**config.mk**
```make
export PLATFORM = sky130hd
export DESIGN_NAME = instruction_fetch_unit
export DESIGN_NICKNAME = d
export VERILOG_FILES = /design/src/rtl/rv32_fetch_pkg.sv /design/src/rtl/if_id_register.sv /design/src/rtl/instruction_fetch_unit.sv
export SDC_FILE = /design/constraint.sdc
export NUM_CORES = 1
export LEC_CHECK = 0
export BUFFER_PORTS_ARGS = -buffer_cell sky130_fd_sc_hd__buf_2
export CORE_UTILIZATION = 35
export CTS_CLUSTER_SIZE = 28
export DETAILED_ROUTE_END_ITERATION = 16
export PLACE_DENSITY = 0.6
export SLEW_MARGIN = 20
export SYNTH_ARGS = -nofsm -noshare
export SYNTH_HDL_FRONTEND = slang
export SYNTH_HIERARCHICAL = 1
export SYNTH_SLANG_ARGS = --single-unit
```
**constraint.sdc**
```tcl
create_clock -name clk -period 2.9 [get_ports clk]
set_clock_uncertainty 0.05 [all_clocks]
set_input_delay 0.58 -clock clk [delete_from_list [all_inputs] [get_ports clk]]
set_output_delay 0.58 -clock clk [all_outputs]
set_load 0.02 [all_outputs]
```
**src/rtl/rv32_fetch_pkg.sv**
```systemverilog
// Shared definitions for the RV32IM fetch stage: FSM states and fetch constants.
package rv32_fetch_pkg;

  typedef enum logic [1:0] {
    BOOT  = 2'd0,
    RUN   = 2'd1,
    FAULT = 2'd2
  } fetch_state_t;

  localparam logic [31:0] NOP_INSTR = 32'h0000_0013;
  localparam logic [31:0] PC_STEP   = 32'd4;

endpackage

```
**src/rtl/if_id_register.sv**
```systemverilog
// IF/ID pipeline payload register with load / hold / bubble controls.
module if_id_register
  import rv32_fetch_pkg::*;
(
  input  logic        clk,
  input  logic        reset,
  input  logic        load,
  input  logic        bubble,
  input  logic [31:0] pc,
  input  logic [31:0] instr,
  output logic [31:0] ifIdPc,
  output logic [31:0] ifIdPcPlus4,
  output logic [31:0] ifIdInstruction,
  output logic        ifIdValid
);

  // A bubble matches the reset payload, so a bubble always reads PC 0 / NOP.
  always_ff @(posedge clk) begin
    if (!reset || bubble) begin
      ifIdPc          <= '0;
      ifIdInstruction <= NOP_INSTR;
      ifIdValid       <= 1'b0;
    end else if (load) begin
      ifIdPc          <= pc;
      ifIdInstruction <= instr;
      ifIdValid       <= 1'b1;
    end
  end

  assign ifIdPcPlus4 = ifIdPc + PC_STEP;

endmodule

```
**src/rtl/instruction_fetch_unit.sv**
```systemverilog
// Fetch-side initiator: PC, next-PC mux, fetch FSM and IF/ID capture.
// Optional macro FETCH_PERF_COUNTER_EN adds the fetchCount output.
module instruction_fetch_unit
  import rv32_fetch_pkg::*;
#(
  parameter logic [31:0] RESET_VECTOR = 32'h0000_0000
) (
  input  logic        clk,
  input  logic        reset,
  input  logic        stall,
  input  logic        flush,
  input  logic        branchTaken,
  input  logic [31:0] branchTarget,
  output logic [31:0] pcAddress,
  input  logic [31:0] instruction,
  output logic [31:0] ifIdPc,
  output logic [31:0] ifIdPcPlus4,
  output logic [31:0] ifIdInstruction,
  output logic        ifIdValid,
  output logic        fetchFault,
  output logic [31:0] faultAddress
`ifdef FETCH_PERF_COUNTER_EN
  ,
  output logic [31:0] fetchCount
`endif
);

  fetch_state_t state, state_next;
  logic [31:0]  pc_next;
  logic         ifid_load;
  logic         ifid_bubble;
  logic         fault_set;

  always_ff @(posedge clk) begin
    if (!reset) begin
      state        <= BOOT;
      pcAddress    <= RESET_VECTOR;
      fetchFault   <= 1'b0;
      faultAddress <= '0;
    end else begin
      state     <= state_next;
      pcAddress <= pc_next;
      if (fault_set) begin
        fetchFault   <= 1'b1;
        faultAddress <= branchTarget;
      end
    end
  end

  always_comb begin
    state_next  = state;
    pc_next     = pcAddress;
    ifid_load   = 1'b0;
    ifid_bubble = 1'b0;
    fault_set   = 1'b0;
    case (state)
      BOOT, RUN: begin
        if (branchTaken) begin
          ifid_bubble = 1'b1;
          if (branchTarget[1:0] == 2'b00) begin
            pc_next    = branchTarget;
            state_next = RUN;
          end else begin
            fault_set  = 1'b1;
            state_next = FAULT;
          end
        end else if (state == BOOT) begin
          // BOOT never captures; a stall simply keeps the FSM in BOOT.
          ifid_bubble = 1'b1;
          if (!stall) state_next = RUN;
        end else if (stall) begin
          state_next = RUN;
        end else if (flush) begin
          ifid_bubble = 1'b1;
          pc_next     = pcAddress + PC_STEP;
        end else begin
          ifid_load = 1'b1;
          pc_next   = pcAddress + PC_STEP;
        end
      end
      FAULT: begin
        ifid_bubble = 1'b1;
      end
      default: begin
        state_next  = FAULT;
        ifid_bubble = 1'b1;
      end
    endcase
  end

  if_id_register u_if_id (
    .clk             (clk),
    .reset           (reset),
    .load            (ifid_load),
    .bubble          (ifid_bubble),
    .pc              (pcAddress),
    .instr           (instruction),
    .ifIdPc          (ifIdPc),
    .ifIdPcPlus4     (ifIdPcPlus4),
    .ifIdInstruction (ifIdInstruction),
    .ifIdValid       (ifIdValid)
  );

`ifdef FETCH_PERF_COUNTER_EN
  always_ff @(posedge clk) begin
    if (!reset) begin
      fetchCount <= '0;
    end else if (ifid_load) begin
      fetchCount <= fetchCount + 32'd1;
    end
  end
`endif

endmodule

```
-- Word level (Yosys, flattened, before mapping)
Index checks and enable logic that the tools add are counted.
- bits in registers: 132
- logic and storage cells: 47
- output and inout bits: 162
- reduce and logical (&&, ||, !) cells: 7
- $add $sub $neg: 2
- mux-type cells: 23
- eq/ne operators: 7
- bitwise logic cells: 1
- operators by type and width (cell ; count):
    $mux 32 ; 4
    $add 32x3->32 const B ; 2
    $mux 1 ; 13
    $mux 2 ; 5
    $ne 4x4->1 const B ; 2
    $logic_not 2->1 ; 2
    $ne 2x1->1 const B ; 2
    $pmux 2 s2 ; 1
    $reduce_and 4->1 ; 1
    $reduce_and 3->1 ; 1
    $eq 2x1->1 const B ; 1
    $eq 2x2->1 const B ; 1
    $ne 2x2->1 const B ; 1
    $reduce_or 2->1 ; 1
    $logic_not 1->1 ; 1
    $logic_or 1x1->1 ; 1
    $not 1->1 ; 1

-- Longest topological paths before layout
Gate-level depths: netlist (run 1).
- word-level depth: 6
- gate-level depth with buffers: 8

-- Modules after synthesis
Netlist (run 1), hierarchy kept.
- by module, submodules not included (module ; area an instance (µm²) ; cells an instance ; times used ; seq. area each (µm²)):
    instruction_fetch_unit ; 3274.4 ; 428 ; 1 ; 1341.3
    if_id_register ; 2909.0 ; 300 ; 1 ; 1301.2

-- Worst setup path before layout (run 1)
Ideal clock, no wire load.
- kind: register to output
- start: register u_if_id.ifIdPc[2]
- end: output ifIdPcPlus4[22]
- stages on the path, launching flop included: 7
- path buffers: 1
- required time: 2270 ps
- path slack: 491 ps
- arrival: 1779 ps
- path through: dfxtp_1 ha_1 and3_1 buf_2 nand4_2 nor3_1 xor2_1
- word-level cells in the longest chain between the ends: 1
- ends and longest elaborated chain (what ; line ; source):
    start, declared ; if_id_register.sv:11 ; output logic [31:0] ifIdPc,
    start signal, assigned ; if_id_register.sv:24 ; ifIdPc <= pc;
    $add 32x3->32 ; if_id_register.sv:30 ; assign ifIdPcPlus4 = ifIdPc + PC_STEP;
    end, declared ; instruction_fetch_unit.sv:17 ; output logic [31:0] ifIdPcPlus4,
No other way between the ends.

-- Final worst setup path (run 1)
- start: register u_if_id.ifIdPc[3]
- end: output ifIdPcPlus4[24]
Same word-level chain as after synthesis.

==> results of run 1 <==
## flip-flops by register name, summed over array words and instances (netlist names)
register,count
faultAddress,32
fetchFault,1
pcAddress,32
state,2
u_if_id/ifIdInstruction,32
u_if_id/ifIdPc,32
u_if_id/ifIdValid,1
## cells in the mapped netlist (3+ instances only)
| library cell | number |
|---|---|
| o21ai_0 | 20 |
| nor3_1 | 7 |
| inv_1 | 12 |
| and3_1 | 13 |
| nor2b_1 | 5 |
| a22o_1 | 3 |
| nor4_1 | 8 |
| mux2i_1 | 69 |
| nand3_1 | 24 |
| a32o_1 | 4 |
| dfxtp_1 | 132 |
| buf_2 | 12 |
| clkbuf_1 | 33 |
| xnor2_1 | 13 |
| buf_4 | 5 |
| a32oi_1 | 3 |
| a211o_1 | 4 |
| xor2_1 | 15 |
| a21oi_1 | 51 |
| o22ai_1 | 3 |
| nand4_1 | 16 |
| a31oi_1 | 6 |
| nor4_2 | 3 |
| o31ai_1 | 3 |
| and4_1 | 8 |
| o211ai_1 | 3 |
| a211oi_1 | 3 |
| nor2_1 | 105 |
| nor3_2 | 4 |
| nand2_1 | 102 |
## kinds of logic after synthesis
| logic type | synth area share, % |
|---|---|
| adder cells (fa/ha/maj) | 0.4046 |
| AO/OA/AOI/OAI | 11.82 |
| multiplexers | 11.35 |
| flip-flops | 42.74 |
| AND/OR/NAND/NOR | 25.17 |
| XOR/XNOR | 3.966 |
| buffers and inverters | 4.553 |
## area by class of cell
type,instances,area [um^2]
multi-input cells,533,3307
fillers,1709,8970
clock inverters,7,117.6
clock buffers,25,515.5
well taps,225,281.5
flip-flops and latches,132,2643
repair buffers,255,1414
inverters,13,48.80
## final timing paths
| path | start | endpoint | slack (ns) |
|---|---|---|---|
| hold / removal | instruction[0] | u_if_id/ifIdInstruction[0] | 0.33 |
| setup reg to reg | pcAddress[3] | pcAddress[26] | 0.58 |
| setup / recovery | u_if_id/ifIdPc[3] | ifIdPcPlus4[24] | 0.13 |
| hold reg to reg | faultAddress[12] | faultAddress[12] | 0.40 |
## power groups by stage
stage	logic [mW]	clock network [mW]	registers [mW]
finish	0.376	2.29	1.91
detailed placement	0.375	0	1.95
floorplan	0.160	0	1.99
global placement	0.375	0	1.95
CTS	0.377	2.34	1.91
global route	0.411	2.43	1.92
## cell usage in the layout, fill, tap and decap left out, types with 6 or more instances in the layout
cell type	count
mux2i_1	69
xor2_1	15
clkbuf_16	17
a31oi_1	6
buf_4	19
buf_2	230
nor3_1	7
o21ai_0	19
clkbuf_8	6
dfxtp_1	132
a21oi_1	51
and3_1	13
buf_12	6
nand3_1	24
nor2_1	104
xnor2_1	13
nor4_1	8
inv_1	12
nand2_1	102
nand4_1	16
## layer usage
metal | part of all wire (%) | vias up | GRT usage [%]
li1 | - | 3005 | -
met1 | 47 | 2726 | 28.60
met2 | 45 | 223 | 30.84
met3 | 7.2 | 14 | 5.856
met4 | 0.83 | 0 | 5.306
met5 | 0 | - | 0
## worst max-delay path: stages, from the launching register on
cell and delay [ns]:
dfxtp_1 0.42, ha_1 0.22, and3_1 0.25, nand4_4 0.21, nor3_1 0.29, xor2_1 0.16, buf_2 0.17
## metrics by stage
stage	cell area (um^2)	TNS, ns
2_1_floorplan	6183	0
3_3_place_gp	7659	0
3_5_place_dp	7659	0
4_1_cts	8292	0
5_1_grt	8327	-0.01196
6_report	8327	0
## timing repair
action,4_1_cts,5_1_grt
buffers inserted,0,1
gates resized for setup,0,6
hold endpoints to repair,0,0
endpoints found under the setup margin,0,9
==> flow_summary.toml, run 1 <==
[clock_network]
cts.sinks = 132
clkLatencyLatePin_ns = 0.42
cts_max_level = 4
cts_tree = "built"
cts_made_buffers = 17
root_buffer = "clkbuf_16"
hold_buffers = 0
ctsLongestPathBuffers = 2
clkTransAtPathRegs_ns = 0.06

[power_and_ir_drop]
ir_drop_v = 0.0004083
swShare_pct = 23.72
p_sw_mw = 1.087
p_leak_nw = 3.588
pwr-share-comb_pct = 8.2
p_int_mw = 3.494
seqPwrFrac_pct = 41.7
power.share.clock_pct = 50.1
finalPower_mw = 4.581
p_per_area_nw_per_um2 = 550.1

[detailed_routing]
num_vias = 5968
postRouteAntennaNets = 0
drc = 0
drt_iter0_drc = 469
wl_per_cell_um = 16.16
vias_per_cell = 5.015
wirelength_um = 19230
dr.pass1.iters = 5

[logic_synthesis]
syn_inst = 728
yosys.area.top_type = "dfxtp_1"
yosys.cell_types.count = 56
synth-edff-count = 0
synthesis.nets = 799
avgSynthCellArea_um2 = 8.494
ys_warn_count = 6
async_reset_ff_share_pct = 0
ys.flop_type = "dfxtp_1"
syn_area_um2 = 6183
synthTopCellsByArea = "dfxtp_1, mux2i_1, nor2_1, nand2_1, a21oi_1"
synth-seq-area-share_pct = 42.74
synth_top_area_share_pct = 42.74
synth-seq-cells = 132

[cells_and_area]
diodes = 0
fin_nets = 1023
drive_gt1_share_pct = 32.33
fin_cells = 1190
final_core_util_pct = 48.14
areaGrowthSynthToFinish_pct = 34.66

[global_route]
grtUsageTotal_pct = 20.52
grt_pass1_vias = 5285
grt_pass1_wl_um = 29090
gr-total-overflow = 0
antenna_found_initial = 0
grt_max_degree = 43

[placement]
place_ws_ns = 0.4018
dp.cells = 1156
place.port_buffers = 230
dp_hpwl_um = 13720
place_congestion = 0.8328

[worst_setup_path]
critPathRequiredTime_ns = 2.27
cp_data_arrival_time_ns = 2.14
crit_type = "reg2out"
cp-start-kind = "flop"
critPathCaptureType = "output pin"
rr_worst_depth = 6
cp_max_fo = 8

[sta]
hold_viol = 0
setup_viol = 0
drv_slew = 0
period_share_pct = 95.42
post-route-min-period_ns = 2.767
finalHoldWorstSlack_ns = 0.3278
timing.fmax_ghz = 0.3614
slew_headroom_pct = 52.15
worstMarginPinSlew_ns = 0.7112
fin_ws_ns = 0.1328

[floorplanning]
die_height_um = 134.9
io_pins = 231
initial_core_util_pct = 35.75
die_w_um = 134.9
rows = 48
dieArea_um2 = 18200
coreArea_um2 = 17300

[flow_run]
cap_violations = 0

[run_status]
status = "complete, no violations"

[min_path]
min_path_cells = 2
hold_class = "in2reg"
No activity file was read; power rests on OpenSTA's default activity.
==> run 2: changes to the inputs <==
Settings changed: CORE_ASPECT_RATIO set to 1.5, PLACE_DENSITY 0.6 to not set, PLACE_DENSITY_LB_ADDON set to 0.12, REMOVE_ABC_BUFFERS set to 1.
==> flow_summary.toml, run 2 (synthesis gave the netlist of run 1 again) <==
[floorplanning]
rows = 59
die_height_um = 164.8
die_w_um = 110.5
coreArea_um2 = 17350
initial_core_util_pct = 35.64
io_pins = 231
dieArea_um2 = 18210

[clock_network]
clkLatencyLatePin_ns = 0.43
cts_tree = "built"
cts_made_buffers = 17
hold_buffers = 0
ctsLongestPathBuffers = 2
cts.sinks = 132
root_buffer = "clkbuf_16"
cts_max_level = 4
clkTransAtPathRegs_ns = 0.06
post_cts_buffers = 0

[sta]
post-route-min-period_ns = 2.751
finalSetupTns_ns = 0
slew_headroom_pct = 45.60
hold_viol = 0
setup_viol = 0
rsz0062_at_grt = "no"
timing.fmax_ghz = 0.3634
drv_slew = 0
period_share_pct = 94.88
worstMarginPinSlew_ns = 0.8152

[min_path]
hold_class = "in2reg"

[placement]
dp.cells = 1143
dp_hpwl_um = 13850
place_congestion = 0.8046
place.port_buffers = 230

[global_route]
gr-total-overflow = 0
grt_max_degree = 44
grt_pass1_wl_um = 30040
grtUsageTotal_pct = 20.72
grt_pass1_vias = 5649
antenna_found_initial = 0

[worst_setup_path]
cp_data_arrival_time_ns = 2.12
cp_max_fo = 9
cp-start-kind = "flop"
critPathRequiredTime_ns = 2.27
critPathCaptureType = "output pin"
crit_type = "reg2out"

[detailed_routing]
wl_per_cell_um = 16.15
drc = 0
wirelength_um = 18960
num_vias = 5965
vias_per_cell = 5.081
postRouteAntennaNets = 0
dr.pass1.iters = 4
drt_iter0_drc = 373

[cells_and_area]
areaGrowthSynthToFinish_pct = 33.85
fin_nets = 1020
mostFrequentLayoutCells = "buf_2, dfxtp_1, nor2_1"
fin_cells = 1174
final_common_cell = "buf_2"
diodes = 0
drive_gt1_share_pct = 32.36
final_core_util_pct = 47.71

[power_and_ir_drop]
ir_drop_v = 0.0003230
p_leak_nw = 3.554
p_per_area_nw_per_um2 = 559.4

[run_status]
status = "complete, no violations"

[flow_run]
cap_violations = 0
## run 2: layout make-up
cell class              instances  area [um^2]
fillers                      1726         9071
multi-input cells             532         3306
flip-flops and latches        132         2643
repair buffers                253         1374
clock buffers                  19        432.9
well taps                     213        266.5
clock inverters                12        206.4
inverters                      13        48.80
## run 2: path summary, 6_finish.rpt
check,end,cells after the start,slack [ns],start
max,ifIdPcPlus4[27],5,0.15,u_if_id/ifIdPc[4]
min,u_if_id/ifIdInstruction[4],2,0.32,instruction[4]
max reg2reg,pcAddress[24],6,0.66,pcAddress[2]
min reg2reg,faultAddress[31],2,0.40,faultAddress[31]
## run 2: stage by stage
step           instance area, um^2  power, mW  hold WS, ns  worst slack, ns
2_1_floorplan                 5951      2.131       0.4594           -2.842
6_report                      8277      4.630       0.3228           0.1486
4_1_cts                       8253      4.692       0.3005         0.002519
5_1_grt                       8277      4.814       0.2966          0.01083
3_5_place_dp                  7614      2.324       0.3941           0.3473
3_3_place_gp                  7614      2.324       0.3891           0.3682
## run 2: metal layers
metal / routed length (um) / up-vias / track usage, % / share of wire [%]
met2: 9581 / 178 / 35.60 / 51
li1: - / 2992 / - / -
met3: 902 / 17 / 4.881 / 4.8
met4: 232 / 0 / 7.576 / 1.2
met5: 0 / - / 0 / 0
met1: 8245 / 2778 / 25.19 / 43
## run 2: worst max-delay path: stages (launching register included)
cell and delay [ns]:
dfxtp_1 0.43, and4_2 0.36, nand4_4 0.27, nor3_2 0.25, xor2_1 0.19, buf_2 0.19
## run 2: what timing repair did
item / CTS / global route
endpoints found under the hold margin: 0 / 0
endpoints found under the setup margin: 0 / 11
resized for setup: 0 / 7
## run 2: report_power, final
part	internal, mW	switching (mW)
Clock	1.52	0.824
Sequential	1.86	0.0504
Combinational	0.140	0.232
==> run 3: changes to the inputs <==
Settings changed: ABC_AREA set to 1.
==> flow_summary.toml, run 3 <==
[run_status]
status = "complete, no violations"

[clock_network]
post_cts_resize_count = 0
ctsLongestPathBuffers = 2
cts_max_level = 4
clkLatencyLatePin_ns = 0.42
cts.sinks = 132
clkTransAtPathRegs_ns = 0.06
root_buffer = "clkbuf_16"
post_cts_buffers = 0
cts_tree = "built"
cts_made_buffers = 17
hold_buffers = 0

[power_and_ir_drop]
p_per_area_nw_per_um2 = 526.7
ir_drop_v = 0.0002915
finalPower_mw = 4.449
p_leak_nw = 3.630

[detailed_routing]
num_vias = 7013
m1WireLength_um = 8618
dr.pass1.iters = 4
vias_per_cell = 4.735
drt_iter0_drc = 288
wirelength_um = 21130
route.top_layer_used = "met4"
routed-wl-met2_um = 10990
drc = 0
wl_per_cell_um = 14.27
postRouteAntennaNets = 0
met3_length_um = 1161

[logic_synthesis]
synthTopCellsByArea = "dfxtp_1, nand2_1, a21oi_1, nor2_1, nand3_1"
synth-adder-area-share_pct = 0.3823
syn_area_um2 = 6546
yosys.cell_types.count = 38
synth-seq-cells = 132
syn_inst = 1009
yosysMostFrequentCell = "nand2_1"
synth_top_family_by_area = "simple AND/OR/NAND/NOR gates"
ys_warn_count = 6
synth-compound-area-share_pct = 13.34
synthMuxAreaShare_pct = 0
avgSynthCellArea_um2 = 6.488
yosys.area.top_type = "dfxtp_1"
async_reset_ff_share_pct = 0
yosys-top-cells-count = "nand2_1, dfxtp_1, a21oi_1"
synth-edff-count = 0
synth-seq-area-share_pct = 40.37
synth_top_area_share_pct = 40.37
synth-xor-area-share_pct = 2.255
synth-simple-area-share_pct = 37.00
ys.flop_type = "dfxtp_1"

[global_route]
antenna_found_initial = 0
grtUsageTotal_pct = 22.31
grt_pass1_wl_um = 33660
grt_max_degree = 56
gr-total-overflow = 0
grt_pass1_vias = 6671

[cells_and_area]
mostFrequentLayoutCells = "nand2_1, buf_2, dfxtp_1"
final_common_cell = "nand2_1"
drive_gt1_share_pct = 24.17
fin_nets = 1291
final_core_util_pct = 46.69
areaGrowthSynthToFinish_pct = 29.03
diodes = 0

[worst_setup_path]
worstPathCellList = "ha_1 -> nand2_1 -> nor2_2 -> nand2_1 -> nor2_2 -> nand3_1 -> nand2_1 -> buf_2"
cp_max_fo = 4
crit_family = "simple AND/OR/NAND/NOR gates"
crit_type = "reg2out"
critPathCaptureType = "output pin"
cp-start-kind = "flop"
critPathRequiredTime_ns = 2.27
cp_data_arrival_time_ns = 2.02
critPathSlowestCell = "dfxtp_1"
cpPeakStageDelay_ns = 0.38
cp_common_cell = "nand2_1"
cp_num_buf_inv = 1

[sta]
post-route-min-period_ns = 2.648
setup_viol = 0
finalHoldWorstSlack_ns = 0.3266
worstMarginPinSlew_ns = 0.8862
slew_headroom_pct = 40.83
finalSetupTns_ns = 0
drv_slew = 0
rsz0062_at_grt = "no"
hold_viol = 0
period_share_pct = 91.30
timing.fmax_ghz = 0.3777

[floorplanning]
die_w_um = 113.7
rows = 60
coreArea_um2 = 18090
dieArea_um2 = 19270
io_pins = 231
initial_core_util_pct = 36.18
die_height_um = 169.5

[placement]
place.port_buffers = 230
place_congestion = 0.8605
dp_hpwl_um = 15700

[min_path]
hold_class = "in2reg"

[flow_run]
cap_violations = 0
-- run 3: cell types whose count changed after synthesis, moves of 13 or more --
cell / before / now
a21oi_1: 51 / 123
and3_1: 13 / 0
inv_1: 12 / 49
mux2i_1: 69 / 0
nand2_1: 102 / 400
nand3_1: 24 / 39
nand4_1: 16 / 1
nor2_1: 105 / 118
o21ai_0: 20 / 33
-- run 3: worst paths after layout --
path                     start                           to  slack, ns  cells past startpoint
max          u_if_id/ifIdPc[3]              ifIdPcPlus4[20]       0.25                      8
min             instruction[4]   u_if_id/ifIdInstruction[4]       0.33                      3
max reg2reg           state[1]  u_if_id/ifIdInstruction[13]       0.96                      6
min reg2reg       pcAddress[1]                 pcAddress[1]       0.40                      2
-- run 3: worst register-to-register path, cell delays in order (launching register included) --
cell	delay, ns
dfxtp_1	0.37
o21ai_0	0.24
nor4_2	0.07
inv_2	0.43
buf_4	0.44
nand2_1	0.13
a21oi_1	0.13
-- run 3: layer usage --
metal	global-route usage (%)	up-vias
met4	7.780	0
met2	41.81	206
met3	4.786	21
met5	0	-
met1	24.37	3166
li1	-	3620
-- run 3: cell type report --
cell class | count | area [um^2]
Fill cell | 2004 | 9646
Multi-Input combinational cell | 776 | 3475
Sequential cell | 132 | 2643
Timing Repair Buffer | 239 | 1231
Clock buffer | 17 | 425.4
Tap cell | 248 | 310.3
Inverter | 54 | 205.2
Clock inverter | 15 | 157.7
-- run 3: power by group --
group	internal [mW]	total [mW]	switching, mW
registers	1.86	1.92	0.0539
logic	0.135	0.389	0.253
clock network	1.27	2.14	0.875
total	3.27	4.45	1.18
-- run 3: kinds of logic (layout without fill, tap and decap cells) --
family,Yosys count,after routing
XOR/XNOR,16,16
AO/OA/AOI/OAI,169,169
flip-flops,132,132
AND/OR/NAND/NOR,589,589
adder cells (fa/ha/maj),2,2
buffers and inverters,101,325
-- run 3: per-stage QoR --
| step | setup slack [ns] | instance area (um^2) | instances |
|---|---|---|---|
| CTS | 0.2133 | 8447 | 1481 |
| global placement | 0.6860 | 7864 | 1449 |
| finish | 0.2523 | 8447 | 1481 |
| floorplan | -4.967 | 6316 | 962 |
| detailed placement | 0.6707 | 7864 | 1449 |
| global route | 0.01881 | 8447 | 1481 |
